<file path="config.mk">
export PLATFORM = sky130hd
export DESIGN_NAME = axi_lite_host_master
export DESIGN_NICKNAME = d
export VERILOG_FILES = /design/src/rtl/axi_lite_host_master.sv
export SDC_FILE = /design/constraint.sdc
export NUM_CORES = 1
export LEC_CHECK = 0
export ABC_AREA = 0
export CAP_MARGIN = 20
export CORE_MARGIN = 2
export CORE_UTILIZATION = 30
export CTS_CLUSTER_DIAMETER = 30
export CTS_CLUSTER_SIZE = 12
export DETAILED_ROUTE_END_ITERATION = 7
export PLACE_DENSITY_LB_ADDON = 0.12
export SLEW_MARGIN = 25
export SYNTH_ARGS = -nofsm -noshare
export SYNTH_HDL_FRONTEND = slang
export SYNTH_SLANG_ARGS = --single-unit
export TNS_END_PERCENT = 100
</file>
<file path="constraint.sdc">
create_clock -name clk -period 4.8 [get_ports clk]
set_input_delay 1.2 -clock clk [delete_from_list [all_inputs] [get_ports clk]]
set_output_delay 1.2 -clock clk [all_outputs]
set_load 0.01 [all_outputs]
</file>
<file path="src/rtl/axi_lite_host_master.sv">
// AXI-Lite initiator: turns a single-outstanding command/response interface
// into AW/W/B and AR/R bus transactions, with a timeout for a hung slave.
module axi_lite_host_master #(
  parameter int unsigned ADDR_W         = 32,
  parameter int unsigned DATA_W         = 32,
  parameter int unsigned TIMEOUT_CYCLES = 1024
) (
  input  logic                clk,
  input  logic                rst_n,
  input  logic                cmd_valid,
  output logic                cmd_ready,
  input  logic                cmd_write,
  input  logic [ADDR_W-1:0]   cmd_addr,
  input  logic [DATA_W-1:0]   cmd_wdata,
  input  logic [DATA_W/8-1:0] cmd_wstrb,
  output logic                rsp_valid,
  input  logic                rsp_ready,
  output logic [DATA_W-1:0]   rsp_rdata,
  output logic [1:0]          rsp_resp,
  output logic                rsp_timeout,
  output logic                stray_resp,
  output logic [ADDR_W-1:0]   m_axil_awaddr,
  output logic                m_axil_awvalid,
  input  logic                m_axil_awready,
  output logic [DATA_W-1:0]   m_axil_wdata,
  output logic [DATA_W/8-1:0] m_axil_wstrb,
  output logic                m_axil_wvalid,
  input  logic                m_axil_wready,
  input  logic [1:0]          m_axil_bresp,
  input  logic                m_axil_bvalid,
  output logic                m_axil_bready,
  output logic [ADDR_W-1:0]   m_axil_araddr,
  output logic                m_axil_arvalid,
  input  logic                m_axil_arready,
  input  logic [DATA_W-1:0]   m_axil_rdata,
  input  logic [1:0]          m_axil_rresp,
  input  logic                m_axil_rvalid,
  output logic                m_axil_rready
);

  localparam int unsigned STRB_W = DATA_W / 8;
  localparam int unsigned CNT_W  = (TIMEOUT_CYCLES == 0) ? 1 : $clog2(TIMEOUT_CYCLES + 1);
  localparam logic [CNT_W-1:0] CNT_MAX = CNT_W'(TIMEOUT_CYCLES);
  localparam logic [1:0] RESP_SLVERR = 2'b10;

  typedef enum logic [2:0] {
    IDLE    = 3'd0,
    WR_REQ  = 3'd1,
    WR_RESP = 3'd2,
    RD_REQ  = 3'd3,
    RD_DATA = 3'd4,
    RESP    = 3'd5
  } state_t;

  state_t           state;
  logic [CNT_W-1:0] cnt;
  logic [CNT_W-1:0] cnt_inc;
  logic             expire;
  logic             active;
  logic             hs_any;

  // cmd_ready is a pure state decode, gated so it reads 0 during reset
  assign cmd_ready = rst_n && (state == IDLE);

  // Saturating timeout counter; expiry fires on the cycle it reaches the limit
  assign cnt_inc = (cnt == CNT_MAX) ? cnt : cnt + CNT_W'(1);
  assign expire  = (TIMEOUT_CYCLES != 0) && (cnt_inc == CNT_MAX);
  assign active  = (state == WR_REQ) || (state == WR_RESP) ||
                   (state == RD_REQ) || (state == RD_DATA);

  // Any bus handshake this cycle takes priority over timeout expiry
  always_comb begin
    hs_any = 1'b0;
    unique case (state)
      WR_REQ:  hs_any = (m_axil_awvalid && m_axil_awready) || (m_axil_wvalid && m_axil_wready);
      WR_RESP: hs_any = m_axil_bvalid;
      RD_REQ:  hs_any = m_axil_arready;
      RD_DATA: hs_any = m_axil_rvalid;
      default: hs_any = 1'b0;
    endcase
  end

  always_ff @(posedge clk or negedge rst_n) begin
    if (!rst_n) begin
      state          <= IDLE;
      cnt            <= '0;
      m_axil_awaddr  <= '0;
      m_axil_awvalid <= 1'b0;
      m_axil_wdata   <= '0;
      m_axil_wstrb   <= '0;
      m_axil_wvalid  <= 1'b0;
      m_axil_bready  <= 1'b1;
      m_axil_araddr  <= '0;
      m_axil_arvalid <= 1'b0;
      m_axil_rready  <= 1'b1;
      rsp_valid      <= 1'b0;
      rsp_rdata      <= '0;
      rsp_resp       <= 2'b00;
      rsp_timeout    <= 1'b0;
      stray_resp     <= 1'b0;
    end else begin
      if (active) cnt <= cnt_inc;
      unique case (state)
        IDLE: begin
          // Late beats are absorbed here and only flagged
          if (m_axil_bvalid || m_axil_rvalid) stray_resp <= 1'b1;
          if (cmd_valid) begin
            cnt           <= '0;
            m_axil_bready <= 1'b0;
            m_axil_rready <= 1'b0;
            if (cmd_write) begin
              m_axil_awaddr  <= cmd_addr;
              m_axil_wdata   <= cmd_wdata;
              m_axil_wstrb   <= STRB_W'(cmd_wstrb);
              m_axil_awvalid <= 1'b1;
              m_axil_wvalid  <= 1'b1;
              state          <= WR_REQ;
            end else begin
              m_axil_araddr  <= cmd_addr;
              m_axil_arvalid <= 1'b1;
              state          <= RD_REQ;
            end
          end
        end
        WR_REQ: begin
          if (m_axil_awready) m_axil_awvalid <= 1'b0;
          if (m_axil_wready)  m_axil_wvalid  <= 1'b0;
          if ((!m_axil_awvalid || m_axil_awready) && (!m_axil_wvalid || m_axil_wready)) begin
            m_axil_bready <= 1'b1;
            state         <= WR_RESP;
          end
        end
        WR_RESP: begin
          if (m_axil_bvalid) begin
            m_axil_bready <= 1'b0;
            rsp_valid     <= 1'b1;
            rsp_rdata     <= '0;
            rsp_resp      <= m_axil_bresp;
            rsp_timeout   <= 1'b0;
            state         <= RESP;
          end
        end
        RD_REQ: begin
          if (m_axil_arready) begin
            m_axil_arvalid <= 1'b0;
            m_axil_rready  <= 1'b1;
            state          <= RD_DATA;
          end
        end
        RD_DATA: begin
          if (m_axil_rvalid) begin
            m_axil_rready <= 1'b0;
            rsp_valid     <= 1'b1;
            rsp_rdata     <= m_axil_rdata;
            rsp_resp      <= m_axil_rresp;
            rsp_timeout   <= 1'b0;
            state         <= RESP;
          end
        end
        RESP: begin
          if (rsp_ready) begin
            rsp_valid     <= 1'b0;
            m_axil_bready <= 1'b1;
            m_axil_rready <= 1'b1;
            state         <= IDLE;
          end
        end
        default: state <= IDLE;
      endcase
      // Hung slave recovery: withdraw every valid and complete with SLVERR
      if (active && !hs_any && expire) begin
        m_axil_awvalid <= 1'b0;
        m_axil_wvalid  <= 1'b0;
        m_axil_arvalid <= 1'b0;
        m_axil_bready  <= 1'b0;
        m_axil_rready  <= 1'b0;
        rsp_valid      <= 1'b1;
        rsp_rdata      <= '0;
        rsp_resp       <= RESP_SLVERR;
        rsp_timeout    <= 1'b1;
        state          <= RESP;
      end
    end
  end

endmodule

</file>
==> run_summary.xml, run 1 <==
<?xml version="1.0" encoding="UTF-8"?>
<metrics>
  <group name="cts">
    <metric name="worstSkewPairLatency" unit="ns">0.42</metric>
    <metric name="hold_buffers" unit="">0</metric>
    <metric name="clock_tree.htree_level_count" unit="">4</metric>
    <metric name="path_clk_slew" unit="ns">0.06</metric>
    <metric name="clock_sink_count" unit="">156</metric>
    <metric name="postCtsSetupBuffers" unit="">0</metric>
    <metric name="cts_tree" unit="">done</metric>
    <metric name="clk_root_buffer_cell" unit="">sky130_fd_sc_hd__clkbuf_16</metric>
    <metric name="clk_path_buf_depth" unit="">2</metric>
    <metric name="cts_made_buffers" unit="">17</metric>
    <metric name="cts-resized-gates" unit="">0</metric>
  </group>
  <group name="sta">
    <metric name="slew_headroom" unit="%">37.7</metric>
    <metric name="finalWorstPathRequiredPeriod" unit="ns">3.49</metric>
    <metric name="final_hold_viol_count" unit="">0</metric>
    <metric name="setup_viol" unit="">0</metric>
    <metric name="totalNegativeSetupSlack" unit="ns">0</metric>
    <metric name="final_min_period_over_clock_period" unit="%">72.6</metric>
    <metric name="final-max-slew-violation-count" unit="">0</metric>
    <metric name="fin_skew" unit="ns">0.0119</metric>
    <metric name="rsz0062_at_grt" unit="">no</metric>
    <metric name="achievable-frequency" unit="MHz">287</metric>
    <metric name="worst_slew_pin_slew" unit="ns">0.932</metric>
  </group>
  <group name="synthesis">
    <metric name="dominant_combinational_cell_family_by_area_after_synthesis" unit="">multiplexers</metric>
    <metric name="ys_warn_count" unit="">0</metric>
    <metric name="synth-main-ff-cell" unit="">sky130_fd_sc_hd__dfrtp_1</metric>
    <metric name="synthesis.nets" unit="">599</metric>
    <metric name="ys_seq_area_share" unit="%">59.7</metric>
    <metric name="synth.avg_cell_area" unit="sq um">13.5</metric>
    <metric name="async_flop_share" unit="%">100</metric>
    <metric name="number_of_flip_flops_and_latches_in_the_synthesized_netlist" unit="">156</metric>
    <metric name="synth_xor_area_share" unit="%">1.63</metric>
    <metric name="post_synth_mux_area_share" unit="%">17.2</metric>
    <metric name="synth_edf_count" unit="">0</metric>
    <metric name="synth-adder-area-share" unit="%">0.383</metric>
    <metric name="post_synthesis_cell_count" unit="">483</metric>
    <metric name="synth_cell_type_count" unit="">58</metric>
    <metric name="synth.cell_area" unit="sq um">6540</metric>
    <metric name="synth-simple-area-share" unit="%">7.35</metric>
    <metric name="synth_compound_area_share" unit="%">10.8</metric>
  </group>
  <group name="floorplanning">
    <metric name="design.die.area" unit="sq um">23000</metric>
    <metric name="die-height" unit="um">152</metric>
    <metric name="chipWidth" unit="um">152</metric>
    <metric name="floorplan.io_pins" unit="">257</metric>
    <metric name="core" unit="sq um">21600</metric>
    <metric name="floorplan.initialDensity" unit="%">30.2</metric>
    <metric name="rows" unit="">54</metric>
  </group>
  <group name="job">
    <metric name="maxCapViolations" unit="">0</metric>
  </group>
  <group name="critical_path">
    <metric name="cp_data_arrival_time" unit="ns">2.29</metric>
    <metric name="path_max_fanout" unit="">25</metric>
    <metric name="worstSetupPathType" unit="">reg -&gt; out</metric>
    <metric name="critical_path_required" unit="ns">3.60</metric>
    <metric name="setup.worst_path.start_class" unit="">register</metric>
    <metric name="regToRegEndpoint" unit="">rsp_rdata[31]</metric>
    <metric name="critical_path.endpoint_type" unit="">output port</metric>
    <metric name="worstReg2RegStart" unit="">cnt[0]</metric>
    <metric name="ff2ff_path_depth" unit="">7</metric>
    <metric name="regToRegSetupSlack" unit="ns">1.73</metric>
  </group>
  <group name="pwr">
    <metric name="power_density" unit="nW/um^2">632</metric>
    <metric name="p_leak" unit="nW">4.09</metric>
    <metric name="irDropWorstVdd" unit="mV">0.268</metric>
    <metric name="swShare" unit="%">32.5</metric>
    <metric name="cellInternalPower" unit="mW">4.24</metric>
    <metric name="p_switching" unit="mW">2.05</metric>
    <metric name="power.share.clock" unit="%">20.7</metric>
    <metric name="power_frac_comb" unit="%">42.7</metric>
    <metric name="report.power.total" unit="mW">6.29</metric>
    <metric name="pwr-share-seq" unit="%">36.5</metric>
  </group>
  <group name="grt">
    <metric name="grt.overflow.total" unit="">0</metric>
    <metric name="grt_first_pass_wirelength" unit="um">27900</metric>
    <metric name="grt_pass1_vias" unit="">5281</metric>
    <metric name="grt_antenna_before_repair" unit="">0</metric>
    <metric name="grt_start_max_net_pins" unit="">67</metric>
    <metric name="grt_usage" unit="%">15.7</metric>
  </group>
  <group name="drt">
    <metric name="route.detailed.wl_per_inst" unit="um">17.4</metric>
    <metric name="antenna_left" unit="">0</metric>
    <metric name="route.detailed.vias_per_inst" unit="">4.84</metric>
    <metric name="detailedRoute.firstIterationViolations" unit="">241</metric>
    <metric name="drt-pass1-iter-count" unit="">4</metric>
    <metric name="drc_viols" unit="">0</metric>
    <metric name="total_via_count_after_detailed_routing" unit="">4954</metric>
    <metric name="finalWirelength" unit="um">17800</metric>
  </group>
  <group name="final_layout">
    <metric name="layout.nets" unit="">847</metric>
    <metric name="layout_commonest_cell" unit="">sky130_fd_sc_hd__clkdlybuf4s50_1</metric>
    <metric name="drive_gt1_share" unit="%">15.3</metric>
    <metric name="layout-area-overhead-vs-synth" unit="%">52.0</metric>
    <metric name="num-fill-cells" unit="">2002</metric>
    <metric name="antennaDiodeCount" unit="">0</metric>
    <metric name="most-common-layout-cells" unit="">sky130_fd_sc_hd__clkdlybuf4s50_1, sky130_fd_sc_hd__dfrtp_1, sky130_fd_sc_hd__mux2_2, sky130_fd_sc_hd__mux2_1, sky130_fd_sc_hd__a32o_1</metric>
  </group>
  <group name="placed_design">
    <metric name="port_buffers" unit="">256</metric>
    <metric name="finalWeightedCongestion" unit="">0.767</metric>
    <metric name="dpl.hpwl" unit="um">12700</metric>
  </group>
  <group name="min_path">
    <metric name="whs_endpoint" unit="">m_axil_araddr[3]</metric>
    <metric name="hp-class" unit="">reg -&gt; reg</metric>
    <metric name="worst_hold_startpoint" unit="">m_axil_araddr[3]</metric>
    <metric name="whs_path_depth" unit="">1</metric>
  </group>
  <group name="run_status">
    <metric name="result_of_the_run" unit="">finished clean</metric>
  </group>
</metrics>
[metrics by stage]
stage | utilization [%] | hold slack [ns] | instances | area, sq um | setup slack, ns
floorplan | - | 0.485 | 483 | 6540 | 2.05
global placement | 43.4 | 0.462 | 992 | 9370 | 1.12
detailed placement | 43.4 | 0.468 | 992 | 9370 | 1.07
CTS | 46.0 | 0.484 | 1024 | 9940 | 1.32
global route | 46.0 | 0.506 | 1024 | 9940 | 1.17
finish | 46.0 | 0.483 | 1024 | 9940 | 1.31
[worst max-delay path by stage]
| stage | start | end | slack (ns) |
|---|---|---|---|
| after floorplan | m_axil_rvalid | rsp_rdata[24] | 2.05 |
| after global placement | cmd_valid | m_axil_awaddr[12] | 1.12 |
| after detailed placement | cmd_valid | m_axil_awaddr[11] | 1.07 |
| after CTS | state[2] | cmd_ready | 1.32 |
| after global routing | state[2] | cmd_ready | 1.17 |
| final | state[2] | cmd_ready | 1.31 |
[sequential cells by signal, indices dropped and copies added (netlist names)]
register / flops
m_axil_bready: 1
m_axil_arvalid: 1
cnt: 11
m_axil_awaddr: 32
m_axil_wdata: 32
m_axil_rready: 1
rsp_valid: 1
m_axil_wvalid: 1
rsp_timeout: 1
state: 3
rsp_rdata: 32
stray_resp: 1
m_axil_araddr: 32
m_axil_awvalid: 1
rsp_resp: 2
m_axil_wstrb: 4
[cells in the mapped netlist, types with 5 or more instances]
| cell type | instances | share of area [%] |
|---|---|---|
| sky130_fd_sc_hd__a32o_1 | 32 | 4.9 |
| sky130_fd_sc_hd__nor3_1 | 5 | 0.38 |
| sky130_fd_sc_hd__clkbuf_1 | 20 | 1.1 |
| sky130_fd_sc_hd__buf_1 | 5 | 0.29 |
| sky130_fd_sc_hd__a21oi_1 | 18 | 1.4 |
| sky130_fd_sc_hd__buf_2 | 6 | 0.46 |
| sky130_fd_sc_hd__dfrtp_1 | 154 | 59 |
| sky130_fd_sc_hd__o21ai_0 | 7 | 0.54 |
| sky130_fd_sc_hd__or3_1 | 7 | 0.67 |
| sky130_fd_sc_hd__and3_1 | 6 | 0.57 |
| sky130_fd_sc_hd__xor2_1 | 6 | 0.80 |
| sky130_fd_sc_hd__nand2_1 | 15 | 0.86 |
| sky130_fd_sc_hd__mux2_2 | 63 | 11 |
| sky130_fd_sc_hd__nand4_1 | 5 | 0.48 |
| sky130_fd_sc_hd__nand3_1 | 8 | 0.61 |
| sky130_fd_sc_hd__nor2_1 | 16 | 0.92 |
| sky130_fd_sc_hd__mux2_1 | 37 | 6.4 |
| sky130_fd_sc_hd__inv_1 | 8 | 0.46 |
[critical path, stage by stage, from the launching register on]
cell and delay, ns:
sky130_fd_sc_hd__dfrtp_1 0.66, sky130_fd_sc_hd__nor3_1 0.46, sky130_fd_sc_hd__and2_1 0.19, sky130_fd_sc_hd__clkdlybuf4s50_1 0.55
[cell families after synthesis]
family                     Yosys count
xor gates and xnor gates            10
and+or+nand+nor                     84
adders and majority gates            2
buffers and inverters               42
AOI/OAI and AO/OA                   89
muxes                              100
DFF                                156
[metal layers]
layer	vias up	track usage (%)	share of wire (%)	routed length, um
met5	-	0	0	0
li1	2293	-	-	-
met4	0	4.17	1.1	204
met3	11	7.69	10	1850
met2	167	25.8	50	8830
met1	2483	18.3	39	6900
[power by group through the flow]
stage	Sequential, mW	Clock [mW]	Combinational, mW
floorplan	2.48	0	0.998
global placement	2.29	0	2.69
detailed placement	2.31	0	2.71
CTS	2.30	1.35	2.73
global route	2.39	1.41	2.90
finish	2.30	1.30	2.69
[area by class of cell]
type,count,area (sq um),share of cell area [%]
multi-input combinational,285,2470,24.9
tap,280,350,3.52
sequential,156,3910,39.3
clock inverter,13,133,1.33
timing repair buffer,263,2620,26.3
inverter,8,30.0,0.302
clock buffer,19,433,4.36
(Power assumes the default switching activity.)
==> run 2: changes to the inputs <==
- clock period: 4.8 -> 3.6 ns (I/O delays scaled with it)
==> run 2 against run 1 <==
Against the previous run: sequential power grew 33%; clock power grew 42%; utilization grew 0.42 points; global-route usage is essentially flat; sequential share of layout area shrank 0.36 points; final cell count is essentially flat; setup slack lost 0.71 ns; via count grew 0.71%; hold slack lost 0.0043 ns; register-to-register slack lost 1.0 ns; clock skew grew 0.0014 ns; count of clock-buffer cells in the layout shrank 1.
==> run_summary.xml, run 2 (synthesis results as in run 1) <==
<?xml version="1.0" encoding="UTF-8"?>
<metrics>
  <group name="final_layout">
    <metric name="num-fill-cells" unit="">1951</metric>
    <metric name="most-common-layout-cells" unit="">sky130_fd_sc_hd__clkdlybuf4s50_1, sky130_fd_sc_hd__dfrtp_1, sky130_fd_sc_hd__mux2_2, sky130_fd_sc_hd__mux2_1, sky130_fd_sc_hd__a32o_1</metric>
    <metric name="layout_commonest_cell" unit="">sky130_fd_sc_hd__clkdlybuf4s50_1</metric>
    <metric name="layout-area-overhead-vs-synth" unit="%">53.4</metric>
    <metric name="layout.nets" unit="">849</metric>
    <metric name="layout.cells.non_filler" unit="">1025</metric>
    <metric name="antennaDiodeCount" unit="">0</metric>
    <metric name="drive_gt1_share" unit="%">15.7</metric>
  </group>
  <group name="run_status">
    <metric name="result_of_the_run" unit="">finished clean</metric>
  </group>
  <group name="critical_path">
    <metric name="worstPathCellList" unit="">nor3_1 &gt; and2_1 &gt; clkdlybuf4s50_1</metric>
    <metric name="path_max_fanout" unit="">25</metric>
    <metric name="timing.critical_path.slowest_cell_delay" unit="ns">0.65</metric>
    <metric name="cp_data_arrival_time" unit="ns">2.09</metric>
    <metric name="regToRegSetupSlack" unit="ns">0.68</metric>
    <metric name="path_delay_family" unit="">flip-flops</metric>
    <metric name="regToRegEndpoint" unit="">rsp_rdata[7]</metric>
    <metric name="worst-path-buf-inv" unit="">1</metric>
    <metric name="ff2ff_path_depth" unit="">8</metric>
    <metric name="critical_path_required" unit="ns">2.70</metric>
    <metric name="worstSetupPathType" unit="">reg -&gt; out</metric>
    <metric name="worstReg2RegStart" unit="">cnt[0]</metric>
    <metric name="critical_path.endpoint_type" unit="">output port</metric>
    <metric name="timing.critical_path.slowest_stage_cell" unit="">sky130_fd_sc_hd__dfrtp_1</metric>
    <metric name="setup.worst_path.start_class" unit="">register</metric>
  </group>
  <group name="drt">
    <metric name="antenna_left" unit="">0</metric>
    <metric name="finalWirelength" unit="um">17800</metric>
    <metric name="drt-pass1-iter-count" unit="">4</metric>
    <metric name="route.detailed.vias_per_inst" unit="">4.87</metric>
    <metric name="route.detailed.wl_per_inst" unit="um">17.3</metric>
    <metric name="drc_viols" unit="">0</metric>
    <metric name="detailedRoute.firstIterationViolations" unit="">172</metric>
    <metric name="total_via_count_after_detailed_routing" unit="">4989</metric>
  </group>
  <group name="cts">
    <metric name="path_clk_slew" unit="ns">0.06</metric>
    <metric name="clk_root_buffer_cell" unit="">sky130_fd_sc_hd__clkbuf_16</metric>
    <metric name="worstSkewPairLatency" unit="ns">0.42</metric>
    <metric name="clk_path_buf_depth" unit="">2</metric>
    <metric name="clock_sink_count" unit="">156</metric>
    <metric name="postCtsSetupBuffers" unit="">0</metric>
    <metric name="cts-resized-gates" unit="">0</metric>
    <metric name="hold_buffers" unit="">0</metric>
    <metric name="cts_made_buffers" unit="">17</metric>
    <metric name="clock_tree.htree_level_count" unit="">4</metric>
    <metric name="cts_tree" unit="">done</metric>
  </group>
  <group name="floorplanning">
    <metric name="design.die.area" unit="sq um">23000</metric>
    <metric name="chipWidth" unit="um">152</metric>
    <metric name="core" unit="sq um">21600</metric>
    <metric name="floorplan.initialDensity" unit="%">30.2</metric>
    <metric name="floorplan.io_pins" unit="">257</metric>
    <metric name="die-height" unit="um">152</metric>
    <metric name="rows" unit="">54</metric>
  </group>
  <group name="grt">
    <metric name="grt_usage" unit="%">15.7</metric>
    <metric name="grt.overflow.total" unit="">0</metric>
    <metric name="grt_first_pass_wirelength" unit="um">27800</metric>
    <metric name="grt_pass1_vias" unit="">5206</metric>
    <metric name="grt_start_max_net_pins" unit="">157</metric>
    <metric name="grt_antenna_before_repair" unit="">0</metric>
  </group>
  <group name="sta">
    <metric name="totalNegativeSetupSlack" unit="ns">0</metric>
    <metric name="finalWorstPathRequiredPeriod" unit="ns">2.99</metric>
    <metric name="slew_headroom" unit="%">39.9</metric>
    <metric name="final-max-slew-violation-count" unit="">0</metric>
    <metric name="fin_skew" unit="ns">0.0133</metric>
    <metric name="achievable-frequency" unit="MHz">334</metric>
    <metric name="final_hold_viol_count" unit="">0</metric>
    <metric name="setup_viol" unit="">0</metric>
    <metric name="rsz0062_at_grt" unit="">no</metric>
    <metric name="worst_slew_pin_slew" unit="ns">0.902</metric>
    <metric name="final_min_period_over_clock_period" unit="%">83.2</metric>
  </group>
  <group name="pwr">
    <metric name="p_leak" unit="nW">4.14</metric>
    <metric name="power_density" unit="nW/um^2">849</metric>
    <metric name="irDropWorstVdd" unit="mV">0.420</metric>
  </group>
  <group name="placed_design">
    <metric name="dp_cells" unit="">994</metric>
    <metric name="dpl.hpwl" unit="um">12300</metric>
    <metric name="finalWeightedCongestion" unit="">0.826</metric>
    <metric name="port_buffers" unit="">256</metric>
  </group>
  <group name="min_path">
    <metric name="whs_path_depth" unit="">1</metric>
    <metric name="whs_endpoint" unit="">stray_resp</metric>
    <metric name="worst_hold_startpoint" unit="">stray_resp</metric>
    <metric name="hp-class" unit="">reg -&gt; reg</metric>
  </group>
  <group name="job">
    <metric name="maxCapViolations" unit="">0</metric>
  </group>
</metrics>
run 2: how the worst max path moves through the flow:
stage / from / to / slack [ns] / depth (start not counted)
6_report: state[2] / cmd_ready / 0.61 / 3
5_1_grt: state[2] / cmd_ready / 0.47 / 3
4_1_cts: state[2] / cmd_ready / 0.57 / 3
3_5_place_dp: m_axil_bvalid / state[2] / 0.45 / 6
3_3_place_gp: m_axil_bvalid / state[0] / 0.53 / 6
2_1_floorplan: cnt[0] / state[0] / 0.96 / 9
run 2: area by class of cell:
cell class | count | area, sq um | share of cell area (%)
clock buffers | 18 | 439 | 4.38
inverters | 8 | 30.0 | 0.299
multi-input cells | 285 | 2470 | 24.6
well taps | 280 | 350 | 3.49
repair buffers | 265 | 2670 | 26.6
clock inverters | 13 | 165 | 1.65
flip-flops and latches | 156 | 3910 | 38.9
run 2: metrics by stage:
step	hold WS, ns	utilization (%)	total power [mW]	setup WS, ns	cell area (sq um)
floorplan	0.485	-	4.63	0.955	6540
global placement	0.465	43.6	6.66	0.531	9430
detailed placement	0.465	43.6	6.73	0.454	9430
CTS	0.484	46.4	8.64	0.565	10000
global route	0.495	46.4	9.06	0.474	10000
finish	0.479	46.4	8.52	0.606	10000
run 2: worst register-to-register path: cells and delay by family (launching register included):
kind,cells,cell delay (ns)
flip-flops,1,0.52
adder cells (fa/ha/maj),1,0.15
AO/OA/AOI/OAI,3,1.21
AND/OR/NAND/NOR,2,0.57
buffers and inverters,2,0.36
run 2: where the power goes:
group	switching [mW]	internal, mW
clock	0.735	1.11
sequential	0.512	2.54
combinational	1.45	2.16
total	2.70	5.81
run 2: routing by layer:
metal	up-vias	global-route usage [%]	part of all wire [%]
li1	2297	-	-
met1	2499	17.6	38
met2	179	26.0	49
met3	14	8.08	11
met4	0	4.77	1.3
met5	-	0	0
==> run 3: changes to the inputs <==
- clock period: 3.6 -> 3 ns (I/O delays scaled with it)
==> run 3 against run 2 <==
Against the previous run: register-to-register slack got worse by 0.31 ns; die area did not move; utilization up 0.27 points; clock skew rose by 0.0037 ns; sequential power increased by 18%; critical path depth rose by 1; sequential share of layout area fell by 0.23 points; routed wire length grew 2.0%; hold slack got worse by 0.072 ns; combinational power increased by 25%; via count rose by 1.9%; largest cell class unchanged; largest power group unchanged.
==> run_summary.xml, run 3 (synthesis results as in run 1) <==
<?xml version="1.0" encoding="UTF-8"?>
<metrics>
  <group name="run_status">
    <metric name="result_of_the_run" unit="">finished clean</metric>
  </group>
  <group name="sta">
    <metric name="worst_slew_pin_slew" unit="ns">0.930</metric>
    <metric name="setup_viol" unit="">0</metric>
    <metric name="slew_headroom" unit="%">38.0</metric>
    <metric name="finalWorstPathRequiredPeriod" unit="ns">2.83</metric>
    <metric name="fin_skew" unit="ns">0.0170</metric>
    <metric name="rsz0062_at_grt" unit="">no</metric>
    <metric name="final_min_period_over_clock_period" unit="%">94.4</metric>
    <metric name="final-max-slew-violation-count" unit="">0</metric>
    <metric name="totalNegativeSetupSlack" unit="ns">0</metric>
    <metric name="final_hold_viol_count" unit="">0</metric>
    <metric name="achievable-frequency" unit="MHz">353</metric>
    <metric name="setup_slack" unit="ns">0.168</metric>
  </group>
  <group name="placed_design">
    <metric name="port_buffers" unit="">256</metric>
    <metric name="dpl.hpwl" unit="um">12600</metric>
    <metric name="placedInstanceArea" unit="sq um">9540</metric>
    <metric name="detailedPlace.worstSlack" unit="ns">0.154</metric>
    <metric name="finalWeightedCongestion" unit="">0.814</metric>
  </group>
  <group name="final_layout">
    <metric name="layout.nets" unit="">859</metric>
    <metric name="layout-area-overhead-vs-synth" unit="%">54.3</metric>
    <metric name="most-common-layout-cells" unit="">sky130_fd_sc_hd__clkdlybuf4s50_1, sky130_fd_sc_hd__dfrtp_1, sky130_fd_sc_hd__mux2_2, sky130_fd_sc_hd__mux2_1, sky130_fd_sc_hd__a32o_1</metric>
    <metric name="post-route-cell-area" unit="sq um">10100</metric>
    <metric name="drive_gt1_share" unit="%">16.8</metric>
    <metric name="layout_commonest_cell" unit="">sky130_fd_sc_hd__clkdlybuf4s50_1</metric>
    <metric name="antennaDiodeCount" unit="">0</metric>
  </group>
  <group name="floorplanning">
    <metric name="die-height" unit="um">152</metric>
    <metric name="rows" unit="">54</metric>
    <metric name="core" unit="sq um">21600</metric>
    <metric name="chipWidth" unit="um">152</metric>
    <metric name="floorplan.io_pins" unit="">257</metric>
    <metric name="floorplan.initialDensity" unit="%">30.2</metric>
    <metric name="design.die.area" unit="sq um">23000</metric>
  </group>
  <group name="cts">
    <metric name="cts-resized-gates" unit="">0</metric>
    <metric name="worstSkewPairLatency" unit="ns">0.43</metric>
    <metric name="path_clk_slew" unit="ns">0.06</metric>
    <metric name="clk_root_buffer_cell" unit="">sky130_fd_sc_hd__clkbuf_16</metric>
    <metric name="clock_tree.htree_level_count" unit="">4</metric>
    <metric name="clk_path_buf_depth" unit="">2</metric>
    <metric name="clock_sink_count" unit="">156</metric>
    <metric name="postCtsSetupBuffers" unit="">0</metric>
    <metric name="cts_tree" unit="">done</metric>
    <metric name="cts_made_buffers" unit="">17</metric>
    <metric name="hold_buffers" unit="">0</metric>
  </group>
  <group name="job">
    <metric name="maxCapViolations" unit="">0</metric>
  </group>
  <group name="drt">
    <metric name="route.detailed.vias_per_inst" unit="">4.91</metric>
    <metric name="antenna_left" unit="">0</metric>
    <metric name="route.detailed.wl_per_inst" unit="um">17.5</metric>
    <metric name="drt-pass1-iter-count" unit="">4</metric>
    <metric name="finalWirelength" unit="um">18100</metric>
    <metric name="total_via_count_after_detailed_routing" unit="">5083</metric>
    <metric name="drc_viols" unit="">0</metric>
    <metric name="detailedRoute.firstIterationViolations" unit="">141</metric>
  </group>
  <group name="grt">
    <metric name="grt_pass1_vias" unit="">5408</metric>
    <metric name="grt.overflow.total" unit="">0</metric>
    <metric name="grt_first_pass_wirelength" unit="um">28600</metric>
    <metric name="grt_antenna_before_repair" unit="">0</metric>
    <metric name="grt_start_max_net_pins" unit="">157</metric>
    <metric name="grt_usage" unit="%">16.1</metric>
  </group>
  <group name="critical_path">
    <metric name="worstSetupPathType" unit="">reg -&gt; out</metric>
    <metric name="setup.worst_path.start_class" unit="">register</metric>
    <metric name="cp_data_arrival_time" unit="ns">2.08</metric>
    <metric name="critical_path.endpoint_type" unit="">output port</metric>
    <metric name="critical_path_required" unit="ns">2.25</metric>
    <metric name="path_max_fanout" unit="">9</metric>
  </group>
  <group name="pwr">
    <metric name="irDropWorstVdd" unit="mV">0.414</metric>
    <metric name="p_leak" unit="nW">4.17</metric>
    <metric name="report.power.total" unit="mW">10.1</metric>
    <metric name="power_density" unit="nW/um^2">1010</metric>
  </group>
  <group name="min_path">
    <metric name="hp-class" unit="">in -&gt; async</metric>
  </group>
</metrics>
-- run 3: worst paths after layout --
path	from	endpoint	slack (ns)	depth (start not counted)
setup / recovery	state[2]	cmd_ready	0.17	4
hold / removal	rst_n	m_axil_wdata[27]	0.41	2
setup reg to reg	cnt[1]	state[1]	0.37	8
hold reg to reg	m_axil_araddr[12]	m_axil_araddr[12]	0.48	1
max in group asynchronous	rst_n	cnt[9]	1.82	2
min in group clk	m_axil_araddr[12]	m_axil_araddr[12]	0.48	1
-- run 3: report_power, final --
| group | internal [mW] | switching [mW] | total (mW) | leakage, nW |
|---|---|---|---|---|
| combinational | 2.67 | 1.85 | 4.52 | 2.00 |
| clock | 1.10 | 0.929 | 2.03 | 0.259 |
| sequential | 3.05 | 0.545 | 3.60 | 1.92 |
-- run 3: layout make-up --
class	instances	area, sq um
multi-input cells	285	2470
inverters	8	30.0
clock inverters	13	108
fillers	1975	11500
well taps	280	350
repair buffers	275	2780
clock buffers	19	443
flip-flops and latches	156	3910
-- run 3: through the flow --
| stage | std cells | hold slack, ns | utilization, % |
|---|---|---|---|
| 3_3_place_gp | 1004 | 0.468 | 44.1 |
| 6_report | 1036 | 0.407 | 46.7 |
| 3_5_place_dp | 1004 | 0.467 | 44.1 |
| 2_1_floorplan | 483 | 0.454 | - |
| 4_1_cts | 1036 | 0.490 | 46.7 |
| 5_1_grt | 1036 | 0.515 | 46.7 |
-- run 3: metal layers --
layer	up-vias	routed length [um]	global-route usage, %
met3	14	1860	7.13
met2	186	9040	26.6
li1	2310	-	-
met1	2573	7040	18.7
met5	-	0	0
met4	0	177	5.28
-- run 3: critical path, stage by stage, from the launching register on --
cell                              delay [ns]
sky130_fd_sc_hd__dfrtp_1                0.47
sky130_fd_sc_hd__nor3_1                 0.34
sky130_fd_sc_hd__buf_4                  0.19
sky130_fd_sc_hd__and2_1                 0.12
sky130_fd_sc_hd__clkdlybuf4s50_1        0.53
